===== config.mk =====
export PLATFORM = sky130hd
export DESIGN_NAME = data_mem_access_controller_flat
export DESIGN_NICKNAME = d
export VERILOG_FILES = /design/src/rtl/data_mem_access_controller_pkg.sv /design/src/rtl/data_mem_access_controller_if.sv /design/src/rtl/load_align_extend.sv /design/src/rtl/data_mem_access_controller.sv /design/src/flat_wrapper.sv
export SDC_FILE = /design/constraint.sdc
export NUM_CORES = 1
export LEC_CHECK = 0
export ABC_AREA = 1
export CORE_ASPECT_RATIO = 1.5
export CORE_MARGIN = 10
export CORE_UTILIZATION = 45
export CTS_CLUSTER_DIAMETER = 200
export DETAILED_ROUTE_END_ITERATION = 16
export GPL_TIMING_DRIVEN = 0
export PLACE_DENSITY = 0.81
export SLEW_MARGIN = 15
export SYNTH_ARGS = -nofsm -noshare
export SYNTH_HDL_FRONTEND = slang
export SYNTH_SLANG_ARGS = --single-unit

===== constraint.sdc =====
create_clock -name CLK -period 1.71 [get_ports CLK]
set_input_delay 0.2565 -clock CLK [delete_from_list [all_inputs] [get_ports CLK]]
set_output_delay 0.2565 -clock CLK [all_outputs]
set_load 0.05 [all_outputs]

===== src/rtl/data_mem_access_controller_pkg.sv =====
// Shared types for the MEM-stage data memory access controller:
// funct3 codes, FSM states, fault causes and the legality check.
package data_mem_access_controller_pkg;

  localparam logic [2:0] LB  = 3'b000;
  localparam logic [2:0] LH  = 3'b001;
  localparam logic [2:0] LW  = 3'b010;
  localparam logic [2:0] LBU = 3'b100;
  localparam logic [2:0] LHU = 3'b101;
  localparam logic [2:0] SB  = 3'b000;
  localparam logic [2:0] SH  = 3'b001;
  localparam logic [2:0] SW  = 3'b010;

  typedef enum logic [1:0] {
    IDLE   = 2'b00,
    ACCESS = 2'b01,
    RESP   = 2'b10
  } state_t;

  typedef enum logic [1:0] {
    CAUSE_NONE     = 2'b00,
    CAUSE_MISALIGN = 2'b01,
    CAUSE_ILLEGAL  = 2'b10,
    CAUSE_TIMEOUT  = 2'b11
  } cause_t;

  // Illegal encodings outrank misalignment.
  function automatic cause_t check_access(
    input logic       rd,
    input logic       wr,
    input logic [2:0] f3,
    input logic [1:0] a
  );
    logic ill;
    logic mis;
    ill = rd & wr;
    if (rd & !wr)
      ill = !(f3 inside {LB, LH, LW, LBU, LHU});
    if (wr & !rd)
      ill = !(f3 inside {SB, SH, SW});
    mis = ((f3[1:0] == 2'b01) && a[0])
       || ((f3[1:0] == 2'b10) && (a != 2'b00));
    if (ill) return CAUSE_ILLEGAL;
    if (mis) return CAUSE_MISALIGN;
    return CAUSE_NONE;
  endfunction

endpackage


===== src/rtl/data_mem_access_controller_if.sv =====
// Pipeline request/response and memory req/ack bundle.
// master = controller side, slave = pipeline + memory side.
interface data_mem_access_controller_if;
  logic        mem_read;
  logic        mem_write;
  logic [2:0]  func3;
  logic [31:0] address;
  logic [31:0] write_data;
  logic        busy;
  logic        done;
  logic [31:0] load_data;
  logic        fault;
  logic [1:0]  fault_cause;
  logic        mem_req;
  logic        mem_we;
  logic [31:0] mem_addr;
  logic [3:0]  mem_be;
  logic [31:0] mem_wdata;
  logic [31:0] mem_rdata;
  logic        mem_ack;

  modport master (
    input  mem_read, mem_write, func3, address, write_data,
    output busy, done, load_data, fault, fault_cause,
    output mem_req, mem_we, mem_addr, mem_be, mem_wdata,
    input  mem_rdata, mem_ack
  );

  modport slave (
    output mem_read, mem_write, func3, address, write_data,
    input  busy, done, load_data, fault, fault_cause,
    input  mem_req, mem_we, mem_addr, mem_be, mem_wdata,
    output mem_rdata, mem_ack
  );
endinterface


===== src/rtl/load_align_extend.sv =====
// Picks the byte/half lane of a memory word and extends it.
// rdata_i word, addr_i byte offset, func3_i load type -> data_o.
module load_align_extend
  import data_mem_access_controller_pkg::*;
(
  input  logic [31:0] rdata_i,
  input  logic [1:0]  addr_i,
  input  logic [2:0]  func3_i,
  output logic [31:0] data_o
);

  logic [7:0]  b;
  logic [15:0] h;

  always_comb begin
    b = rdata_i[7:0];
    unique case (addr_i)
      2'd0: b = rdata_i[7:0];
      2'd1: b = rdata_i[15:8];
      2'd2: b = rdata_i[23:16];
      2'd3: b = rdata_i[31:24];
    endcase
    h = addr_i[1] ? rdata_i[31:16] : rdata_i[15:0];
    unique case (func3_i)
      LB:      data_o = {{24{b[7]}}, b};
      LH:      data_o = {{16{h[15]}}, h};
      LBU:     data_o = {24'd0, b};
      LHU:     data_o = {16'd0, h};
      default: data_o = rdata_i;
    endcase
  end

endmodule


===== src/rtl/data_mem_access_controller.sv =====
// MEM-stage load/store sequencer: checks, req/ack access, extend.
// Ports: CLK, RESET, bus (pipeline + memory bundle, master side).
module data_mem_access_controller
  import data_mem_access_controller_pkg::*;
#(
  parameter int unsigned TIMEOUT = 64
) (
  input logic CLK,
  input logic RESET,
  data_mem_access_controller_if.master bus
);

  localparam logic [7:0] TO_LAST = 8'(TIMEOUT - 1);

  state_t      state_q, state_d;
  logic [7:0]  cnt_q, cnt_d;
  logic [2:0]  f3_q, f3_d;
  logic [31:0] addr_q, addr_d;
  logic [31:0] wd_q, wd_d;
  logic        we_q, we_d;
  logic [31:0] rdata_q, rdata_d;
  cause_t      cause_q, cause_d;

  logic        req;
  cause_t      chk;
  logic        in_acc;
  logic        in_resp;
  logic [31:0] ext;
  logic [3:0]  be;
  logic [31:0] wdata;

  assign req = bus.mem_read | bus.mem_write;
  assign chk = check_access(bus.mem_read, bus.mem_write,
                            bus.func3, bus.address[1:0]);

  always_ff @(posedge CLK) begin
    if (RESET) begin
      state_q <= IDLE;
      cnt_q   <= '0;
      f3_q    <= '0;
      addr_q  <= '0;
      wd_q    <= '0;
      we_q    <= 1'b0;
      rdata_q <= '0;
      cause_q <= CAUSE_NONE;
    end else begin
      state_q <= state_d;
      cnt_q   <= cnt_d;
      f3_q    <= f3_d;
      addr_q  <= addr_d;
      wd_q    <= wd_d;
      we_q    <= we_d;
      rdata_q <= rdata_d;
      cause_q <= cause_d;
    end
  end

  always_comb begin
    state_d = state_q;
    cnt_d   = cnt_q;
    f3_d    = f3_q;
    addr_d  = addr_q;
    wd_d    = wd_q;
    we_d    = we_q;
    rdata_d = rdata_q;
    cause_d = cause_q;
    unique case (state_q)
      IDLE: begin
        if (req) begin
          f3_d    = bus.func3;
          addr_d  = bus.address;
          wd_d    = bus.write_data;
          we_d    = bus.mem_write;
          cnt_d   = '0;
          rdata_d = '0;
          cause_d = chk;
          state_d = (chk == CAUSE_NONE) ? ACCESS : RESP;
        end
      end
      ACCESS: begin
        // ack wins over a timeout landing in the same cycle
        if (bus.mem_ack) begin
          rdata_d = bus.mem_rdata;
          state_d = RESP;
        end else if (cnt_q == TO_LAST) begin
          cause_d = CAUSE_TIMEOUT;
          state_d = RESP;
        end else begin
          cnt_d = cnt_q + 8'd1;
        end
      end
      RESP:    state_d = IDLE;
      default: state_d = IDLE;
    endcase
  end

  always_comb begin
    be    = 4'b1111;
    wdata = wd_q;
    if (we_q) begin
      unique case (1'b1)
        f3_q == SB: begin
          be    = 4'b0001 << addr_q[1:0];
          wdata = {4{wd_q[7:0]}};
        end
        f3_q == SH: begin
          be    = addr_q[1] ? 4'b1100 : 4'b0011;
          wdata = {2{wd_q[15:0]}};
        end
        default: ;
      endcase
    end
  end

  load_align_extend u_lae (
    .rdata_i (rdata_q),
    .addr_i  (addr_q[1:0]),
    .func3_i (f3_q),
    .data_o  (ext)
  );

  assign in_acc  = (state_q == ACCESS);
  assign in_resp = (state_q == RESP);

  assign bus.busy = (state_q == IDLE) ? req : in_acc;
  assign bus.done = in_resp;
  assign bus.fault = in_resp && (cause_q != CAUSE_NONE);
  assign bus.fault_cause = in_resp ? cause_q : CAUSE_NONE;
  assign bus.load_data =
    (in_resp && !we_q && cause_q == CAUSE_NONE) ? ext : '0;

  assign bus.mem_req   = in_acc;
  assign bus.mem_we    = in_acc & we_q;
  assign bus.mem_addr  = in_acc ? {addr_q[31:2], 2'b00} : '0;
  assign bus.mem_be    = in_acc ? be : '0;
  assign bus.mem_wdata = in_acc ? wdata : '0;

endmodule


===== src/flat_wrapper.sv =====
// flat-port wrapper written by rule: the top's interface ports become plain ports
module data_mem_access_controller_flat import data_mem_access_controller_pkg::*;
#(
  parameter int unsigned TIMEOUT = 64
)
  (CLK, RESET, bus_mem_read, bus_mem_write, bus_func3, bus_address, bus_write_data, bus_busy, bus_done, bus_load_data, bus_fault, bus_fault_cause, bus_mem_req, bus_mem_we, bus_mem_addr, bus_mem_be, bus_mem_wdata, bus_mem_rdata, bus_mem_ack);
  data_mem_access_controller_if bus_i ();
  input logic CLK;
  input logic RESET;
  input wire logic [$bits(bus_i.mem_read)-1:0] bus_mem_read;
  input wire logic [$bits(bus_i.mem_write)-1:0] bus_mem_write;
  input wire logic [$bits(bus_i.func3)-1:0] bus_func3;
  input wire logic [$bits(bus_i.address)-1:0] bus_address;
  input wire logic [$bits(bus_i.write_data)-1:0] bus_write_data;
  output wire logic [$bits(bus_i.busy)-1:0] bus_busy;
  output wire logic [$bits(bus_i.done)-1:0] bus_done;
  output wire logic [$bits(bus_i.load_data)-1:0] bus_load_data;
  output wire logic [$bits(bus_i.fault)-1:0] bus_fault;
  output wire logic [$bits(bus_i.fault_cause)-1:0] bus_fault_cause;
  output wire logic [$bits(bus_i.mem_req)-1:0] bus_mem_req;
  output wire logic [$bits(bus_i.mem_we)-1:0] bus_mem_we;
  output wire logic [$bits(bus_i.mem_addr)-1:0] bus_mem_addr;
  output wire logic [$bits(bus_i.mem_be)-1:0] bus_mem_be;
  output wire logic [$bits(bus_i.mem_wdata)-1:0] bus_mem_wdata;
  input wire logic [$bits(bus_i.mem_rdata)-1:0] bus_mem_rdata;
  input wire logic [$bits(bus_i.mem_ack)-1:0] bus_mem_ack;
  assign bus_i.mem_read = bus_mem_read;
  assign bus_i.mem_write = bus_mem_write;
  assign bus_i.func3 = bus_func3;
  assign bus_i.address = bus_address;
  assign bus_i.write_data = bus_write_data;
  assign bus_busy = bus_i.busy;
  assign bus_done = bus_i.done;
  assign bus_load_data = bus_i.load_data;
  assign bus_fault = bus_i.fault;
  assign bus_fault_cause = bus_i.fault_cause;
  assign bus_mem_req = bus_i.mem_req;
  assign bus_mem_we = bus_i.mem_we;
  assign bus_mem_addr = bus_i.mem_addr;
  assign bus_mem_be = bus_i.mem_be;
  assign bus_mem_wdata = bus_i.mem_wdata;
  assign bus_i.mem_rdata = bus_mem_rdata;
  assign bus_i.mem_ack = bus_mem_ack;
  data_mem_access_controller #(.TIMEOUT(TIMEOUT)) u_core (.CLK(CLK), .RESET(RESET), .bus(bus_i));
endmodule

==> summary.md, run 1 <==
| Metric | Value |
|---|---|
| Status | finished, violations left |
| Violations in the final reports | setup timing |
| H-tree depth | 3 |
| Crit. End Element | output port |
| Core Box Area | 12100 um^2 |
| Tot Pwr | 9.30 mW |
| Most frequent cells in the layout | nand2_1, dfxtp_1, clkdlybuf4s50_1 |
| Max-slew violation count | 0 |
| Final worst setup slack | -0.703 ns |
| Critical path startpoint category | flop |
| WL final | approximately 34000 um |
| Final Cycle Share | 141% |
| Post-Syn Area | 5610 um^2 |
| Critical path required time | 1.45 ns |
| Worst Path Buf+Inv | 5 |
| RD Place Congestion | approximately 0.93 |
| CTS tree | done |
| Post-DR wirelength/cell | 25.8 um |
| Final routed DRC violation total | 0 |
| Via-per-instance ratio | 6.11 |
| Crit path DAT | ~2.2 ns |
| Largest stage delay, worst path | 0.37 ns |
| Total CTS buffers | 9 |
| Part of the Yosys area used for sequential elements | 40.0% |
| Ys Warns | 0 |
| CP top delay family | buffers and inverters |
| Synth cell types | 33 |
| Ordered list of cells on the worst path | inv_4 > nor3_4 > buf_6 > buf_8 > buf_6 > o21ai_4 > a21oi_4 > buf_8 |
| Pre-antenna DRT Iters | 9 |
| Fillcell total | 512 |
| Remaining global-route overflow | 0 |
| Largest net degree at the start of global routing | 19 |
| Vias in the first global route | 7388 |
| Antenna fix cells | 0 |
| PwrDens | around 900 nW/um^2 |
| Die Span Y | 157 um |
| Slew @ Worst Pin | 0.761 ns |
| Die X-Extent | 111 um |
| Crit path kind | reg -> out |
| Die footprint | 17400 um^2 |
| CP max FO | 5 |
| Most common cell after layout, fill and taps aside | nand2_1 |
| Root Driver | clkbuf_16 |
| Initial Util | between 40% and 50% |
| Layout Skew | about 0.011 ns |
| Clk_lat worst skew | 0.37 ns |
| Total GRT Usage | roughly 28% |
| HP Class | in -> reg |
| Routed Antenna Nets | 0 |
| Final Hold Fails | 0 |
| CP max-delay cell | dfxtp_2 |
| DR vias | 7975 |
| Hpwl dp | 16800 um |
| #FFs+latches synth | 112 |
| Core Util, Final | between 80% and 90% |
| Initial antenna violation count | 1 |
| PortBufs | 207 |
| Layout cell share with drive strength beyond 1 | about a third |
| Synthesized instance count | 867 |
| Fin nets | 1253 |
| Max-cap violations | 0 |
| Max frequency | 414 MHz |
| CTS Buffer Depth | 2 |
| DRT iter0 DRCs | roughly 850 |
| Placement Setup Slack | -1.15 ns |
| Maximum vdd drop | 0.649 mV |
| Synth-to-Final Area Change | 88.4% |
| RSZ-0062 raised after global routing | true |
| First-pass GRT wire length | between 30000 and 40000 um |
| Placement Rows | 49 |
| Final min period | about 2.4 ns |
| P_leak | 4.34 nW |
| Max-slew headroom | slightly below 50% |
| I/O pin count | around 210 |
| TritonCTS Sinks | 112 |
| Final setup vio count | between 150 and 200 |
| TNS Setup | -45.39 ns |
| Hold slack final | 0.271 ns |
| Syn_area_per_cell | about 6.5 um^2 |
| Clock-pin transition on the worst setup and hold timing paths | 0.08 ns |
## Yosys cell counts
| cell type | instances | area share (%) |
|---|---|---|
| nand3_2 | 3 | 0.54 |
| clkinv_1 | 2 | 0.13 |
| inv_2 | 11 | 0.74 |
| buf_1 | 5 | 0.33 |
| o21ai_1 | 10 | 0.89 |
| nor2_2 | 12 | 1.3 |
| nor2_4 | 1 | 0.20 |
| ha_1 | 1 | 0.22 |
| nor2_1 | 143 | 9.6 |
| o32ai_1 | 1 | 0.16 |
| buf_4 | 2 | 0.27 |
| dfxtp_1 | 112 | 40 |
| buf_2 | 25 | 2.2 |
| conb_1 | 1 | 0.067 |
| nand4_1 | 3 | 0.33 |
| a21oi_2 | 1 | 0.16 |
| a21oi_1 | 121 | 11 |
| nand2_2 | 3 | 0.33 |
| o21a_1 | 3 | 0.40 |
| o21ai_2 | 1 | 0.16 |
| inv_1 | 91 | 6.1 |
| buf_6 | 1 | 0.20 |
| nand2_4 | 1 | 0.20 |
| nor3_1 | 10 | 0.89 |
| clkbuf_1 | 20 | 1.3 |
| nor3b_1 | 1 | 0.13 |
| nand2_1 | 155 | 10 |
| and2_1 | 1 | 0.11 |
| o211a_1 | 3 | 0.54 |
| a21boi_0 | 1 | 0.13 |
| nand3_1 | 15 | 1.3 |
| o21ai_0 | 106 | 9.5 |
| nor3_4 | 1 | 0.29 |
## worst paths after layout
check                       end  depth (start not counted)  slack [ns]               start
max           bus_mem_wdata[19]                          8       -0.70         u_core.we_q
min reg2reg  u_core.rdata_q[14]                          2        0.47  u_core.rdata_q[14]
min           u_core.rdata_q[0]                          2        0.27               RESET
max reg2reg      u_core.f3_q[0]                          8       -0.30   u_core.state_q[0]
## layout make-up
class,count,area (um^2),share of cell area (%)
multi-input combinational,599,3770,35.7
timing repair buffer,271,3120,29.5
sequential,112,2260,21.4
buffer,51,480,4.55
inverter,104,423,4.00
clock buffer,10,239,2.26
tap,153,191,1.81
clock inverter,6,67.6,0.640
## metrics by stage
step,instances,instance area [um^2]
3_5_place_dp,1228,8180
3_3_place_gp,1228,8180
2_1_floorplan,868,5910
5_1_grt,1306,10600
4_1_cts,1277,9660
6_report,1306,10600
## logic make-up after synthesis
kind of cell / share of synthesized area (%)
AO/OA/AOI/OAI: 22.7
adder cells (fa/ha/maj): 0.223
buffers and inverters: 11.3
flip-flops: 40.0
other: 0.0669
AND/OR/NAND/NOR: 25.7
## routing by layer
metal  vias up  routed length (um)  part of all wire [%]  track usage [%]
li1       3331                   -                     -                -
met1      3650               10100                    30             26.7
met2       710               16100                    48             49.4
met3       282                4010                    12             8.84
met4         2                3430                    10             19.8
met5         -                  13                 0.039                0
## worst reg2reg max path: stages (launching register included)
cell and delay [ns]:
dfxtp_4 0.37, buf_4 0.11, buf_4 0.11, nor2_4 0.05, nand2_4 0.09, buf_2 0.25, buf_2 0.28, o21ai_1 0.11
a21oi_1 0.46
## sequential cells by signal, summed over array words and instances, names as in the netlist
| signal | flops |
|---|---|
| u_core.addr_q | 32 |
| u_core.rdata_q | 32 |
| u_core.wd_q | 32 |
| u_core.cnt_q | 8 |
| u_core.f3_q | 3 |
| u_core.cause_q | 2 |
| u_core.state_q | 2 |
| u_core.we_q | 1 |
## power by group
| group | switching [mW] | total (mW) | internal (mW) |
|---|---|---|---|
| Clock | 1.10 | 2.29 | 1.19 |
| Sequential | 0.193 | 3.06 | 2.87 |
| Combinational | 2.49 | 3.94 | 1.45 |
| Total | 3.79 | 9.30 | 5.51 |
## timing repair
action                                 4_1_cts  5_1_grt
setup endpoints to repair                  115      132
resized for setup                          943      178
hold buffers                                 0        0
buffers inserted                            28       26
pin swaps                                   25       27
endpoints found under the hold margin        0        0
cloned                                       5        7
Note: power is estimated with default switching activity, not from simulation.
==> run 2: changes to the inputs <==
--- a/config.mk
+++ b/config.mk
@@ -9,7 +9,6 @@
 export CORE_ASPECT_RATIO = 1.5
 export CORE_MARGIN = 10
 export CORE_UTILIZATION = 45
-export CTS_CLUSTER_DIAMETER = 200
 export DETAILED_ROUTE_END_ITERATION = 16
 export GPL_TIMING_DRIVEN = 0
 export PLACE_DENSITY = 0.81
==> results of run 2 <==
Final layout, timing and power as in run 1 (identical DEF).
==> run 3: changes to the inputs <==
--- a/config.mk
+++ b/config.mk
@@ -12,7 +12,7 @@
 export DETAILED_ROUTE_END_ITERATION = 16
 export GPL_TIMING_DRIVEN = 0
 export PLACE_DENSITY = 0.81
-export SLEW_MARGIN = 15
+export SKIP_CTS_REPAIR_TIMING = 1
 export SYNTH_ARGS = -nofsm -noshare
 export SYNTH_HDL_FRONTEND = slang
 export SYNTH_SLANG_ARGS = --single-unit
==> summary.md, run 3 (same netlist as run 1, synthesis figures left out) <==
| Metric | Value |
|---|---|
| Final setup vio count | between 90 and 100 |
| HP Class | in -> reg |
| Crit path DAT | 1.95 ns |
| Final worst setup slack | -0.500 ns |
| Placed Cells incl. Taps | 1228 |
| Final Hold Fails | 0 |
| Final Cycle Share | 129% |
| Initial antenna violation count | 0 |
| Max-slew headroom | 53.1% |
| DRT iter0 DRCs | ~660 |
| Largest registers | u_core.addr_q: 32 flops, u_core.rdata_q: 32 flops, u_core.wd_q: 32 flops |
| Core Box Area | 12100 um^2 |
| Violations in the final reports | setup timing |
| Crit. End Element | output port |
| Via-per-instance ratio | 5.61 |
| RD Place Congestion | 0.925 |
| Placement Setup Slack | -1.15 ns |
| Die Span Y | 157 um |
| WL final | approximately 27000 um |
| CTS tree | done |
| Layout cell share with drive strength beyond 1 | 31.6% |
| Total CTS buffers | 9 |
| TritonCTS Sinks | between 100 and 150 |
| Root Driver | clkbuf_16 |
| Status | finished, violations left |
| Initial Util | a little under half |
| Register-to-Register Path Depth | 6 |
| Fillcell total | 660 |
| Clk_lat worst skew | 0.36 ns |
| R2R Path Start | u_core.state_q[1] |
| Post-DR wirelength/cell | between 20 and 25 um |
| Max frequency | 452 MHz |
| Crit path kind | reg -> out |
| TNS Setup | -25.90 ns |
| H-tree depth | 3 |
| Total GRT Usage | a little under a quarter |
| Max-cap violations | 0 |
| Non-filler cells, final | approximately 1300 |
| Die X-Extent | 111 um |
| CTS Buffer Depth | 2 |
| Worst Hold Endpoint | u_core.rdata_q[0] |
| RSZ-0062 raised after global routing | true |
| Min-delay src | RESET |
| P_leak | ~4.2 nW |
| Most common cell after layout, fill and taps aside | nand2_1 |
| Die footprint | 17400 um^2 |
| Final min period | 2.21 ns |
| Placement Rows | 49 |
| Hold Crit Depth | 2 |
| Antenna fix cells | 0 |
| Multi-input logic area | 3590 um^2 |
| Largest net degree at the start of global routing | 19 |
| Pre-antenna DRT Iters | 5 |
| Routed Antenna Nets | 0 |
| Critical path startpoint category | flop |
| Critical path required time | 1.45 ns |
| FF/Latch Area | 2260 um^2 |
| PortBufs | 207 |
| Layout Skew | approximately 0.0075 ns |
| Slew @ Worst Pin | roughly 0.70 ns |
| Worst reg-to-reg setup slack | 0.01 ns |
| Remaining global-route overflow | 0 |
| RR Endpoint | u_core.f3_q[1] |
| Max-slew violation count | 0 |
| Hpwl dp | ~17000 um |
| Fin nets | around 1200 |
| I/O pin count | 211 |
| Synth-to-Final Area Change | 79.0% |
| Vias in the first global route | 6399 |
| DR vias | 7246 |
| Final routed DRC violation total | 0 |
| Maximum vdd drop | between 0.6 and 0.7 mV |
| CP max FO | 6 |
| Clock-pin transition on the worst setup and hold timing paths | approximately 0.080 ns |
| Most frequent cells in the layout | nand2_1, dfxtp_1, clkdlybuf4s50_1 |
| PwrDens | 870 nW/um^2 |
| First-pass GRT wire length | 33400 um |
==> run 3: cell types whose count changed in the layout (fill, tap and decap cells not counted), sizes merged, moves of 2 or more <==
cell,delta
buf,-20
dlymetal6s2s,+4
clkinv,-2
inv,+2
clkbuf,+4
==> run 3: worst max-delay path, cell delays in order (launching register included) <==
cell     delay (ns)
dfxtp_4        0.38
inv_2          0.07
nand2_4        0.07
inv_6          0.06
nand4_1        0.20
inv_2          0.23
buf_4          0.15
o21ai_2        0.06
nor3_4         0.17
buf_6          0.19
==> run 3: where the power goes <==
part	internal, mW	leakage (nW)	total, mW	switching, mW
logic	1.27	3.15	3.42	2.16
registers	2.87	0.926	3.04	0.169
clock network	1.19	0.145	2.27	1.09
total	5.32	4.22	8.73	3.41
==> run 3: worst max-delay path by stage <==
stage / start / depth (start not counted) / end / slack [ns]
final: u_core.state_q[0] / 9 / bus_load_data[7] / -0.50
after global routing: u_core.f3_q[1] / 9 / bus_mem_wdata[29] / -0.53
after CTS: u_core.f3_q[1] / 6 / bus_mem_wdata[31] / -1.26
after detailed placement: bus_mem_write / 8 / bus_busy / -1.15
after global placement: bus_mem_write / 8 / bus_busy / -1.13
after floorplan: u_core.state_q[1] / 6 / bus_mem_wdata[20] / -0.09
==> run 3: per-stage QoR <==
step | hold slack, ns | util [%] | power, mW | area [um^2]
global route | 0.260 | 83.1 | 9.02 | 10000
floorplan | 0.404 | - | 4.65 | 5910
finish | 0.268 | 83.1 | 8.73 | 10000
CTS | 0.262 | 70.2 | 7.68 | 8480
detailed placement | 0.444 | 67.7 | 5.53 | 8180
global placement | 0.441 | 67.7 | 5.49 | 8180
==> run 3: routing by layer <==
layer  vias up  share of wire [%]  GRT usage [%]
met5         -                  0              0
met4         0                7.4           14.1
met3       142                9.4           8.08
met2       438                 51           41.9
met1      3363                 33           23.4
li1       3303                  -              -
==> run 3: area by class of cell <==
| cell class | instances | share of cell area [%] |
|---|---|---|
| clock buffers | 10 | 2.38 |
| well taps | 153 | 1.91 |
| flip-flops and latches | 112 | 22.6 |
| repair buffers | 254 | 28.2 |
| clock inverters | 6 | 0.673 |
| plain buffers | 53 | 4.35 |
| inverters | 104 | 4.14 |
| multi-input cells | 600 | 35.8 |
